--- src/rtl/cc_refill_ctrl_if.sv ---
// cc_refill_ctrl_if: CPU request, comparator, tag/data SRAM, memory read and response signals of the refill controller
//   master: controller side (cc_refill_ctrl)
//   slave : environment side (CPU, comparator, SRAMs, memory)
interface cc_refill_ctrl_if #(
  parameter int TAG_W  = 17,
  parameter int IDX_W  = 9,
  parameter int OFF_W  = 6,
  parameter int BEAT_W = 128,
  parameter int BEATS  = 4
);
  localparam int LINE_W = BEAT_W * BEATS;
  logic              req_valid_i;
  logic              req_ready_o;
  logic [31:0]       req_addr_i;
  logic              hs_pulse_o;
  logic              hit_i;
  logic              miss_i;
  logic [TAG_W-1:0]  tag_delayed_i;
  logic [IDX_W-1:0]  index_delayed_i;
  logic [OFF_W-1:0]  offset_delayed_i;
  logic [LINE_W-1:0] data_rdata_i;
  logic              tag_wren_o;
  logic [IDX_W-1:0]  tag_waddr_o;
  logic [TAG_W:0]    tag_wdata_o;
  logic              data_wren_o;
  logic [IDX_W-1:0]  data_waddr_o;
  logic [LINE_W-1:0] data_wdata_o;
  logic              mem_arvalid_o;
  logic              mem_arready_i;
  logic [31:0]       mem_araddr_o;
  logic [3:0]        mem_arlen_o;
  logic              mem_rvalid_i;
  logic              mem_rready_o;
  logic [BEAT_W-1:0] mem_rdata_i;
  logic              mem_rlast_i;
  logic              resp_valid_o;
  logic              resp_ready_i;
  logic [63:0]       resp_data_o;
  logic              protocol_err_o;
  modport master (
    input  req_valid_i, req_addr_i, hit_i, miss_i, tag_delayed_i, index_delayed_i,
           offset_delayed_i, data_rdata_i, mem_arready_i, mem_rvalid_i, mem_rdata_i,
           mem_rlast_i, resp_ready_i,
    output req_ready_o, hs_pulse_o, tag_wren_o, tag_waddr_o, tag_wdata_o, data_wren_o,
           data_waddr_o, data_wdata_o, mem_arvalid_o, mem_araddr_o, mem_arlen_o,
           mem_rready_o, resp_valid_o, resp_data_o, protocol_err_o
  );
  modport slave (
    output req_valid_i, req_addr_i, hit_i, miss_i, tag_delayed_i, index_delayed_i,
           offset_delayed_i, data_rdata_i, mem_arready_i, mem_rvalid_i, mem_rdata_i,
           mem_rlast_i, resp_ready_i,
    input  req_ready_o, hs_pulse_o, tag_wren_o, tag_waddr_o, tag_wdata_o, data_wren_o,
           data_waddr_o, data_wdata_o, mem_arvalid_o, mem_araddr_o, mem_arlen_o,
           mem_rready_o, resp_valid_o, resp_data_o, protocol_err_o
  );
endinterface

--- src/rtl/cc_refill_ctrl.sv ---
// cc_refill_ctrl: cache read sequencer -- lookup, hit response or line refill from memory, then respond
//   clk, rst : rising-edge clock, asynchronous active-high reset
//   bus      : cc_refill_ctrl_if.master (request, comparator, SRAM write, memory read, response)
module cc_refill_ctrl #(
  parameter int TAG_W  = 17,
  parameter int IDX_W  = 9,
  parameter int OFF_W  = 6,
  parameter int BEAT_W = 128,
  parameter int BEATS  = 4
) (
  input logic clk,
  input logic rst,
  cc_refill_ctrl_if.master bus
);
  localparam int LINE_W = BEAT_W * BEATS;
  localparam int CW = $clog2(BEATS);
  localparam int WW = OFF_W - 3;
  typedef enum logic [2:0] {IDLE, LOOKUP, AR, R, FILL, RESP} state_t;
  state_t            state;
  logic [CW-1:0]     beat_cnt;
  logic [LINE_W-1:0] line_buf;
  logic [TAG_W-1:0]  tag_q;
  logic [IDX_W-1:0]  idx_q;
  logic [WW-1:0]     word_q;
  logic [63:0]       resp_q;
  logic              err_q;
  logic              is_hit;
  logic              last_beat;
  assign is_hit    = bus.hit_i & ~bus.miss_i;
  assign last_beat = beat_cnt == CW'(BEATS - 1);
  assign bus.req_ready_o    = state == IDLE;
  assign bus.hs_pulse_o     = bus.req_ready_o & bus.req_valid_i;
  assign bus.tag_wren_o     = state == FILL;
  assign bus.data_wren_o    = state == FILL;
  assign bus.tag_waddr_o    = idx_q;
  assign bus.data_waddr_o   = idx_q;
  assign bus.tag_wdata_o    = {state == FILL, tag_q};
  assign bus.data_wdata_o   = line_buf;
  assign bus.mem_arvalid_o  = state == AR;
  assign bus.mem_araddr_o   = {tag_q, idx_q, {OFF_W{1'b0}}};
  assign bus.mem_arlen_o    = 4'(BEATS - 1);
  assign bus.mem_rready_o   = state == R;
  assign bus.resp_valid_o   = state == RESP;
  assign bus.resp_data_o    = resp_q;
  assign bus.protocol_err_o = err_q;
  always_ff @(posedge clk or posedge rst) begin
    if (rst) begin
      state    <= IDLE;
      beat_cnt <= '0;
      line_buf <= '0;
      tag_q    <= '0;
      idx_q    <= '0;
      word_q   <= '0;
      resp_q   <= '0;
      err_q    <= 1'b0;
    end else begin
      case (state)
        IDLE:   if (bus.hs_pulse_o) state <= LOOKUP;
        LOOKUP: begin
          if (is_hit) begin
            resp_q <= bus.data_rdata_i[64*bus.offset_delayed_i[OFF_W-1:3] +: 64];
            state  <= RESP;
          end else begin
            // anything other than a clean hit or clean miss is flagged and refilled
            if (bus.hit_i == bus.miss_i) err_q <= 1'b1;
            tag_q  <= bus.tag_delayed_i;
            idx_q  <= bus.index_delayed_i;
            word_q <= bus.offset_delayed_i[OFF_W-1:3];
            state  <= AR;
          end
        end
        AR:     if (bus.mem_arready_i) state <= R;
        R:      if (bus.mem_rvalid_i) begin
          line_buf[BEAT_W*beat_cnt +: BEAT_W] <= bus.mem_rdata_i;
          beat_cnt <= beat_cnt + 1'b1;
          // the beat count, not rlast, ends the burst
          if (bus.mem_rlast_i != last_beat) err_q <= 1'b1;
          if (last_beat) state <= FILL;
        end
        FILL: begin
          resp_q <= line_buf[64*word_q +: 64];
          state  <= RESP;
        end
        RESP:   if (bus.resp_ready_i) state <= IDLE;
        default: state <= IDLE;
      endcase
    end
  end
endmodule

--- src/flat_wrapper.sv ---
// flat-port wrapper written by rule: the top's interface ports become plain ports
module cc_refill_ctrl_flat 
#(
  parameter int TAG_W  = 17,
  parameter int IDX_W  = 9,
  parameter int OFF_W  = 6,
  parameter int BEAT_W = 128,
  parameter int BEATS  = 4
)
  (clk, rst, bus_req_valid_i, bus_req_addr_i, bus_hit_i, bus_miss_i, bus_tag_delayed_i, bus_index_delayed_i, bus_offset_delayed_i, bus_data_rdata_i, bus_mem_arready_i, bus_mem_rvalid_i, bus_mem_rdata_i, bus_mem_rlast_i, bus_resp_ready_i, bus_req_ready_o, bus_hs_pulse_o, bus_tag_wren_o, bus_tag_waddr_o, bus_tag_wdata_o, bus_data_wren_o, bus_data_waddr_o, bus_data_wdata_o, bus_mem_arvalid_o, bus_mem_araddr_o, bus_mem_arlen_o, bus_mem_rready_o, bus_resp_valid_o, bus_resp_data_o, bus_protocol_err_o);
  cc_refill_ctrl_if #(.TAG_W(TAG_W), .IDX_W(IDX_W), .OFF_W(OFF_W), .BEAT_W(BEAT_W), .BEATS(BEATS)) bus_i ();
  input logic clk;
  input logic rst;
  input wire logic [$bits(bus_i.req_valid_i)-1:0] bus_req_valid_i;
  input wire logic [$bits(bus_i.req_addr_i)-1:0] bus_req_addr_i;
  input wire logic [$bits(bus_i.hit_i)-1:0] bus_hit_i;
  input wire logic [$bits(bus_i.miss_i)-1:0] bus_miss_i;
  input wire logic [$bits(bus_i.tag_delayed_i)-1:0] bus_tag_delayed_i;
  input wire logic [$bits(bus_i.index_delayed_i)-1:0] bus_index_delayed_i;
  input wire logic [$bits(bus_i.offset_delayed_i)-1:0] bus_offset_delayed_i;
  input wire logic [$bits(bus_i.data_rdata_i)-1:0] bus_data_rdata_i;
  input wire logic [$bits(bus_i.mem_arready_i)-1:0] bus_mem_arready_i;
  input wire logic [$bits(bus_i.mem_rvalid_i)-1:0] bus_mem_rvalid_i;
  input wire logic [$bits(bus_i.mem_rdata_i)-1:0] bus_mem_rdata_i;
  input wire logic [$bits(bus_i.mem_rlast_i)-1:0] bus_mem_rlast_i;
  input wire logic [$bits(bus_i.resp_ready_i)-1:0] bus_resp_ready_i;
  output wire logic [$bits(bus_i.req_ready_o)-1:0] bus_req_ready_o;
  output wire logic [$bits(bus_i.hs_pulse_o)-1:0] bus_hs_pulse_o;
  output wire logic [$bits(bus_i.tag_wren_o)-1:0] bus_tag_wren_o;
  output wire logic [$bits(bus_i.tag_waddr_o)-1:0] bus_tag_waddr_o;
  output wire logic [$bits(bus_i.tag_wdata_o)-1:0] bus_tag_wdata_o;
  output wire logic [$bits(bus_i.data_wren_o)-1:0] bus_data_wren_o;
  output wire logic [$bits(bus_i.data_waddr_o)-1:0] bus_data_waddr_o;
  output wire logic [$bits(bus_i.data_wdata_o)-1:0] bus_data_wdata_o;
  output wire logic [$bits(bus_i.mem_arvalid_o)-1:0] bus_mem_arvalid_o;
  output wire logic [$bits(bus_i.mem_araddr_o)-1:0] bus_mem_araddr_o;
  output wire logic [$bits(bus_i.mem_arlen_o)-1:0] bus_mem_arlen_o;
  output wire logic [$bits(bus_i.mem_rready_o)-1:0] bus_mem_rready_o;
  output wire logic [$bits(bus_i.resp_valid_o)-1:0] bus_resp_valid_o;
  output wire logic [$bits(bus_i.resp_data_o)-1:0] bus_resp_data_o;
  output wire logic [$bits(bus_i.protocol_err_o)-1:0] bus_protocol_err_o;
  assign bus_i.req_valid_i = bus_req_valid_i;
  assign bus_i.req_addr_i = bus_req_addr_i;
  assign bus_i.hit_i = bus_hit_i;
  assign bus_i.miss_i = bus_miss_i;
  assign bus_i.tag_delayed_i = bus_tag_delayed_i;
  assign bus_i.index_delayed_i = bus_index_delayed_i;
  assign bus_i.offset_delayed_i = bus_offset_delayed_i;
  assign bus_i.data_rdata_i = bus_data_rdata_i;
  assign bus_i.mem_arready_i = bus_mem_arready_i;
  assign bus_i.mem_rvalid_i = bus_mem_rvalid_i;
  assign bus_i.mem_rdata_i = bus_mem_rdata_i;
  assign bus_i.mem_rlast_i = bus_mem_rlast_i;
  assign bus_i.resp_ready_i = bus_resp_ready_i;
  assign bus_req_ready_o = bus_i.req_ready_o;
  assign bus_hs_pulse_o = bus_i.hs_pulse_o;
  assign bus_tag_wren_o = bus_i.tag_wren_o;
  assign bus_tag_waddr_o = bus_i.tag_waddr_o;
  assign bus_tag_wdata_o = bus_i.tag_wdata_o;
  assign bus_data_wren_o = bus_i.data_wren_o;
  assign bus_data_waddr_o = bus_i.data_waddr_o;
  assign bus_data_wdata_o = bus_i.data_wdata_o;
  assign bus_mem_arvalid_o = bus_i.mem_arvalid_o;
  assign bus_mem_araddr_o = bus_i.mem_araddr_o;
  assign bus_mem_arlen_o = bus_i.mem_arlen_o;
  assign bus_mem_rready_o = bus_i.mem_rready_o;
  assign bus_resp_valid_o = bus_i.resp_valid_o;
  assign bus_resp_data_o = bus_i.resp_data_o;
  assign bus_protocol_err_o = bus_i.protocol_err_o;
  cc_refill_ctrl #(.TAG_W(TAG_W), .IDX_W(IDX_W), .OFF_W(OFF_W), .BEAT_W(BEAT_W), .BEATS(BEATS)) u_core (.clk(clk), .rst(rst), .bus(bus_i));
endmodule
--- config.mk ---
export PLATFORM = sky130hd
export DESIGN_NAME = cc_refill_ctrl_flat
export DESIGN_NICKNAME = d
export VERILOG_FILES = /design/src/rtl/cc_refill_ctrl_if.sv /design/src/rtl/cc_refill_ctrl.sv /design/src/flat_wrapper.sv
export SDC_FILE = /design/constraint.sdc
export NUM_CORES = 1
export LEC_CHECK = 0
export CAP_MARGIN = 0
export CELL_PAD_IN_SITES_DETAIL_PLACEMENT = 1
export CELL_PAD_IN_SITES_GLOBAL_PLACEMENT = 2
export CORE_AREA = 3 3 531 533
export DETAILED_ROUTE_END_ITERATION = 10
export DIE_AREA = 0 0 534 536
export PLACE_DENSITY = 0.48
export SYNTH_ARGS = -nofsm -noshare
export SYNTH_HDL_FRONTEND = slang
export SYNTH_SLANG_ARGS = --single-unit
--- constraint.sdc ---
create_clock -name clk -period 28.1 [get_ports clk]
set_input_delay 7.025 -clock clk [delete_from_list [all_inputs] [get_ports clk]]
set_output_delay 7.025 -clock clk [all_outputs]
set_load 0.01 [all_outputs]
==> results of run 1 <==
==> per-layer routing <==
layer	up-vias	global-route usage	wire, µm
met3	334	0.09348	31860
met2	1264	0.2932	123100
met4	110	0.02621	3724
li1	13574	-	-
met5	-	0	702
met1	15761	0.2084	103800
==> worst register-to-register path, cell delays in order, from the launching register on <==
cell	delay, ns
dfrtp_4	0.80
buf_4	0.79
buf_4	0.76
buf_4	0.87
mux4_2	0.48
mux2i_1	0.40
o211ai_1	0.13
==> through the flow <==
step                total power (µW)  setup slack (ns)  hold WS, ns
CTS                             5110             12.91       0.4882
global route                    5284             12.86       0.5283
detailed placement              3895             12.91       0.4738
finish                          4987             12.91       0.4880
floorplan                       2382             3.968       0.5025
global placement                3877             12.91       0.4732
==> flip-flops by register name, indices dropped and copies added (netlist names) <==
| register | flops |
|---|---|
| u_core.word_q | 3 |
| u_core.bus.protocol_err_o | 1 |
| u_core.tag_q | 17 |
| u_core.bus.resp_data_o | 64 |
| u_core.bus.data_wdata_o | 512 |
| u_core.bus.data_waddr_o | 9 |
| u_core.state | 3 |
| u_core.beat_cnt | 2 |
==> final timing paths <==
check / endpoint / cells past startpoint
worst max register to register: u_core.bus.resp_data_o[60] / 6
max in group asynchronous: u_core.bus.data_wdata_o[104] / 6
min in group asynchronous: u_core.bus.data_wdata_o[393] / 2
worst min-delay path: u_core.bus.protocol_err_o / 2
worst min register to register: u_core.bus.protocol_err_o / 2
worst max-delay path: bus_hs_pulse_o / 3
==> power breakdown <==
group          switching (µW)  internal (µW)
Combinational            1400            997
Clock                     485            685
Sequential                280           1140
==> logic make-up (layout without fill, tap and decap cells) <==
kind of cell	Yosys count	after routing
multiplexers	375	375
buffers and inverters	339	1562
AO/OA/AOI/OAI	703	703
adder cells (fa/ha/maj)	7	7
AND/OR/NAND/NOR	1172	1172
XOR/XNOR	2	2
flip-flops	611	611
other	2	40
==> cells in the final DEF, fill, tap and decap left out, types with 3 or more instances in the layout <==
master	netlist	layout
bufinv_16	0	3
a211oi_1	26	26
o21ai_1	46	46
mux4_2	204	204
a221o_1	26	26
nor3_1	4	3
ha_1	7	7
mux2_1	19	19
a22o_1	26	26
dfrtp_1	611	608
dfrtp_4	0	3
diode_2	0	30
buf_12	0	3
clkbuf_1	151	33
clkbuf_16	0	90
conb_1	2	10
clkdlybuf4s50_1	0	1320
a22oi_1	38	38
o21ai_0	468	468
nor3b_2	0	3
mux2i_1	142	142
nand3_1	38	38
nand2_1	1029	1026
clkinv_16	0	4
a21oi_1	28	28
inv_1	8	7
nor2b_1	28	26
buf_4	69	67
mux2_2	10	10
nor2_1	56	54
clkbuf_8	0	24
nand2_4	0	3
o211ai_1	38	38
clkinv_2	0	4
==> area by class of cell <==
| class | instances | area [µm²] |
|---|---|---|
| clock buffer | 147 | 2706 |
| clock inverter | 15 | 264.0 |
| multi-input combinational | 2269 | 15220 |
| antenna | 30 | 75.07 |
| fill | 31943 | 224900 |
| timing repair buffer | 1392 | 13800 |
| inverter | 8 | 37.54 |
| tap | 3705 | 4636 |
| sequential | 611 | 15300 |
==> flow_summary_export.csv, run 1 <==
group,metric,value,unit
clock_tree,cts_resized,0,
clock_tree,clock_sinks,611,
logic_synthesis,yosys.area.top_type_share,0.4754,
detailed_routing,wl_per_cell,32.19,µm
logic_synthesis,synth.most_common_cell,"nand2_1",
placed_design,placed_area,0.04899,mm²
logic_synthesis,synthTopCellsByCount,"nand2_1 (1029), dfrtp_1 (611), o21ai_0 (468), mux4_2 (204), clkbuf_1 (151)",
worst_setup_path,path_class,"in2out",
sta,skew,0.04239,ns
finish,instances_no_fill,8177,
worst_setup_path,crit_path_max_fanout,2,
sta,finalCriticalPeriod,15.19,ns
floorplan,dieArea,0.2862,mm²
logic_synthesis,yosysWarnings,0,
placed_design,dp_hpwl,207.6,mm
worst_setup_path,crit_path_cell_trace,"clkdlybuf4s50_1 -> and2_1 -> clkdlybuf4s50_1",
detailed_routing,ant_nets,0,
worst_setup_path,r2r_slack,23.70,ns
detailed_routing,drt_iter0_drc,1770,
worst_setup_path,cp.required,21.08,ns
pwr,p_leak,0.01948,µW
global_routing,globalRouteTotalUtil,0.1780,
sta,rsz0062_at_grt,"false",
worst_setup_path,crit_top_cell,"clkdlybuf4s50_1",
logic_synthesis,synth_xor_area_frac,0.0005447,
logic_synthesis,synth_flop_cell,"dfrtp_1",
outcome,status,"complete, no violations",
logic_synthesis,syn_inst,3211,
logic_synthesis,synth_area,0.03216,mm²
clock_tree,insertion_delay,0.72,ns
detailed_routing,dr.pass1.iters,5,
placed_design,dp_cells,7985,
finish,fin_nets,5090,
worst_hold_path,hold_path.class,"reg2reg",
worst_setup_path,crit_slowest_cell,"clkdlybuf4s50_1",
floorplan,core_area,0.2770,mm²
clock_tree,postCtsSetupBuffers,0,
flow_run,cap_violations,0,
clock_tree,clock_path_buffers,3,
worst_setup_path,slowest_delay,0.53,ns
worst_setup_path,startpoint,"bus_req_valid_i",
clock_tree,cts-root-buf,"clkbuf_16",
sta,relSlewSlack,0.2643,
sta,tightest_slew,1.073,ns
worst_setup_path,worst_ep_arrival_time,8.16,ns
sta,timing.fmax,0.06585,GHz
floorplan,die_h,536,µm
sta,finalSetupTns,0,ns
sta,finalCritPeriodShare,0.5404,
floorplan,row_count,193,
finish,area_growth,61.80,%
sta,slew_viol_final,0,
global_routing,grt_first_pass_wirelength,341.2,mm
clock_tree,htree_levels,3,
global_routing,gr-total-overflow,0,
logic_synthesis,yosys_register_bits,611,
logic_synthesis,synth_mux_area_frac,0.1972,
worst_setup_path,startpoint_type,"primary input",
sta,hold_viol,0,
finish,final_area,0.05204,mm²
floorplan,start_util,0.1161,
clock_tree,cts_tree,"done",
clock_tree,cts_hold_buf,0,
logic_synthesis,synth_compound_area_frac,0.1251,
logic_synthesis,yosysUniqueCellTypes,45,
clock_tree,clk_pin_slew_worst_paths,0.06,ns
logic_synthesis,synth-edff-count,0,
logic_synthesis,ys_top_cells_by_area,"dfrtp_1 (48%), mux4_2 (14%), nand2_1 (12%)",
finish,drive_above_1_share,0.09883,
worst_hold_path,worstHoldStart,"u_core.bus.protocol_err_o",
logic_synthesis,yosysSeqAreaShare,0.4754,
detailed_routing,detail_route.vias_per_cell,3.796,
placed_design,io_buffers,1323,
placed_design,gp_congestion,0.8383,
worst_setup_path,r2r_start,"u_core.word_q[1]",
clock_tree,cts_made_buffers,88,
logic_synthesis,synth_top_family_by_area,"multiplexers",
worst_setup_path,path_delay_family,"buffers and inverters",
global_routing,grt_pass1_vias,32619,
logic_synthesis,async_flop_share,1.000,
detailed_routing,vias,31043,
pwr,power_density,95.83,mW/mm²
detailed_routing,totalWireLength,263.2,mm
detailed_routing,drc_errors,0,
worst_setup_path,cp_num_buf_inv,2,
global_routing,grt_start_max_net_pins,139,
logic_synthesis,synth_top_cell_by_area,"dfrtp_1",
logic_synthesis,synth-simple-area-share,0.1425,
logic_synthesis,synthAdderAreaFrac,0.002723,
logic_synthesis,avgSynthCellArea,10.02,µm²
global_routing,antenna_found_initial,161,
floorplan,io_pins,1369,
sta,finalSetupViolCount,0,
worst_setup_path,cp-end-kind,"output port",
finish,final_util,0.1879,
floorplan,dieWidth,534,µm
pwr,ir_worst_vdd,0.1080,mV
No activity file was read; power rests on OpenSTA's default activity.
==> inputs of run 2 (changes only) <==
Settings changed: CORE_AREA 3 3 531 533 to 3 3 538 540, DIE_AREA 0 0 534 536 to 0 0 541 543, PLACE_DENSITY 0.48 to 0.49.
Clock period 28.1 ns to 12.5 ns, I/O delays scaled along.
==> run 2 against run 1 <==
Via count is 0.21% lower. Core utilization is 0.56 points lower. Clock skew is 0.0051 ns lower. First-iteration DRC count is 4.1% lower. Clock power is 120% higher. Final cell count is 0.42% higher. Design area is 0.19% lower. Critical path depth stayed put. Register-to-register slack worse by 15 ns. Die area is 2.6% higher. Clock-buffer cell count is 16 lower.
==> flow_summary_export.csv, run 2 (synthesized netlist as in run 1, its figures left out) <==
group,metric,value,unit
worst_setup_path,cp_num_buf_inv,2,
worst_setup_path,r2r_start,"u_core.state[2]",
finish,largest_register_ff_count,512,
global_routing,grt_first_pass_wirelength,334.5,mm
sta,timing.fmax,0.1343,GHz
clock_tree,cts_hold_buf,0,
sta,hold_ws,0.4757,ns
finish,final-seq-area,0.01530,mm²
global_routing,busiest_layer,"met2",
worst_setup_path,crit_path_max_fanout,2,
worst_setup_path,setup.worst_path.end,"bus_hs_pulse_o",
sta,tightest_slew,1.198,ns
pwr,ir_worst_vdd,0.2614,mV
detailed_routing,ant_nets,0,
global_routing,use_met2,0.2785,
sta,rsz0062_at_grt,"false",
worst_setup_path,worst-path-stages,3,
worst_setup_path,cp.required,9.38,ns
worst_setup_path,r2r_slack,8.84,ns
clock_tree,clk_pin_slew_worst_paths,0.06,ns
worst_hold_path,hold_path.class,"reg2reg",
floorplan,dieArea,0.2938,mm²
detailed_routing,dr.pass1.iters,5,
pwr,power_density,214.6,mW/mm²
sta,slew_viol_final,0,
sta,skew,0.03725,ns
clock_tree,postCtsSetupBuffers,0,
clock_tree,cts-root-buf,"clkbuf_16",
floorplan,core_area,0.2850,mm²
detailed_routing,drt_iter0_drc,1698,
clock_tree,htree_levels,3,
global_routing,gr-total-overflow,0,
pwr,p_leak,0.01940,µW
finish,drive_above_1_share,0.09695,
floorplan,dieWidth,541,µm
finish,area_growth,61.50,%
floorplan,row_count,196,
global_routing,grt_start_max_net_pins,147,
detailed_routing,totalWireLength,256.7,mm
flow_run,cap_violations,0,
sta,finalCriticalPeriod,7.448,ns
worst_hold_path,whs_path_depth,2,
clock_tree,insertion_delay,0.71,ns
detailed_routing,vias,30977,
sta,finalCritPeriodShare,0.5959,
worst_setup_path,startpoint_type,"primary input",
detailed_routing,wl_per_cell,31.26,µm
floorplan,start_util,0.1129,
clock_tree,cts_tree,"done",
sta,relSlewSlack,0.2012,
finish,final_common_cell,"clkdlybuf4s50_1",
global_routing,grt_use_met3,0.08343,
global_routing,use_met1,0.1993,
worst_setup_path,slowest_delay,0.53,ns
worst_setup_path,cp-end-kind,"output port",
finish,final.fill_count,32777,
clock_tree,clock_path_buffers,3,
worst_setup_path,r2r_end,"u_core.bus.data_wdata_o[305]",
detailed_routing,drc_errors,0,
worst_setup_path,ff2ff_path_depth,5,
global_routing,antenna_found_initial,148,
finish,fin_nets,5081,
outcome,status,"complete, no violations",
worst_setup_path,startpoint,"bus_req_valid_i",
worst_setup_path,crit_path_cell_trace,"clkdlybuf4s50_1 -> and2_1 -> clkdlybuf4s50_1",
sta,hold_viol,0,
clock_tree,clock_sinks,611,
worst_setup_path,worst_ep_arrival_time,4.32,ns
placed_design,gp_congestion,0.8182,
worst_setup_path,path_class,"in2out",
finish,multi_input_area,0.01522,mm²
floorplan,die_h,543,µm
sta,finalSetupViolCount,0,
clock_tree,cts_resized,0,
worst_setup_path,crit_slowest_cell,"clkdlybuf4s50_1",
worst_setup_path,path_delay_family,"buffers and inverters",
clock_tree,cts_made_buffers,87,
detailed_routing,detail_route.vias_per_cell,3.773,
worst_setup_path,crit_top_cell,"clkdlybuf4s50_1",
floorplan,io_pins,1369,
placed_design,io_buffers,1323,
placed_design,dp_hpwl,201.6,mm
global_routing,grt_pass1_vias,32666,
finish,mostFrequentLayoutCells,"clkdlybuf4s50_1 (1320), nand2_1 (1026), dfrtp_1 (608), o21ai_0 (468), mux4_2 (204)",
global_routing,globalRouteTotalUtil,0.1691,
sta,finalSetupTns,0,ns
## run 2: how the worst min path moves through the flow
| stage | slack (ns) | to | startpoint |
|---|---|---|---|
| 2_1_floorplan | 0.50 | u_core.bus.protocol_err_o | u_core.bus.protocol_err_o |
| 3_5_place_dp | 0.47 | u_core.bus.protocol_err_o | u_core.bus.protocol_err_o |
| 4_1_cts | 0.48 | u_core.bus.protocol_err_o | u_core.bus.protocol_err_o |
| 5_1_grt | 0.52 | u_core.bus.protocol_err_o | u_core.bus.protocol_err_o |
| 3_3_place_gp | 0.46 | u_core.bus.protocol_err_o | u_core.bus.protocol_err_o |
| 6_report | 0.48 | u_core.bus.protocol_err_o | u_core.bus.protocol_err_o |
## run 2: layout make-up
class	instances	area share
diodes	24	0.001156
clock buffers	131	0.04878
clock inverters	22	0.005203
inverters	8	0.0006504
multi-input cells	2269	0.2930
flip-flops and latches	611	0.2946
well taps	3762	0.09063
repair buffers	1384	0.2660
## run 2: routing by layer
metal / up-vias / share of wire
met2: 1320 / 0.47
met1: 15715 / 0.40
met3: 322 / 0.12
met4: 88 / 0.019
met5: - / 0.0023
li1: 13532 / -
## run 2: through the flow
| stage | setup slack [ns] | cell area [µm²] | instances | util | power, µW |
|---|---|---|---|---|---|
| 2_1_floorplan | 1.038 | 32190 | 3219 | - | 5356 |
| 3_3_place_gp | 5.029 | 49070 | 8034 | 0.1722 | 8760 |
| 3_5_place_dp | 5.048 | 49070 | 8034 | 0.1722 | 8802 |
| 4_1_cts | 5.044 | 51880 | 8187 | 0.1821 | 11420 |
| 5_1_grt | 5.027 | 51880 | 8189 | 0.1821 | 11810 |
| 6_report | 5.052 | 51940 | 8211 | 0.1823 | 11150 |
## run 2: power breakdown
group          internal (µW)  switching [µW]  total [µW]
combinational           2240            3060        5300
sequential              2570             750        3320
clock                   1460            1060        2530
total                   6280            4870       11100
## run 2: tightest hold or removal path, delay by kind of cell, from the launching register on
kind / cells / cell delay (ns)
buf+inv: 1 / 0.04
flops: 1 / 0.35
compound gates: 1 / 0.05
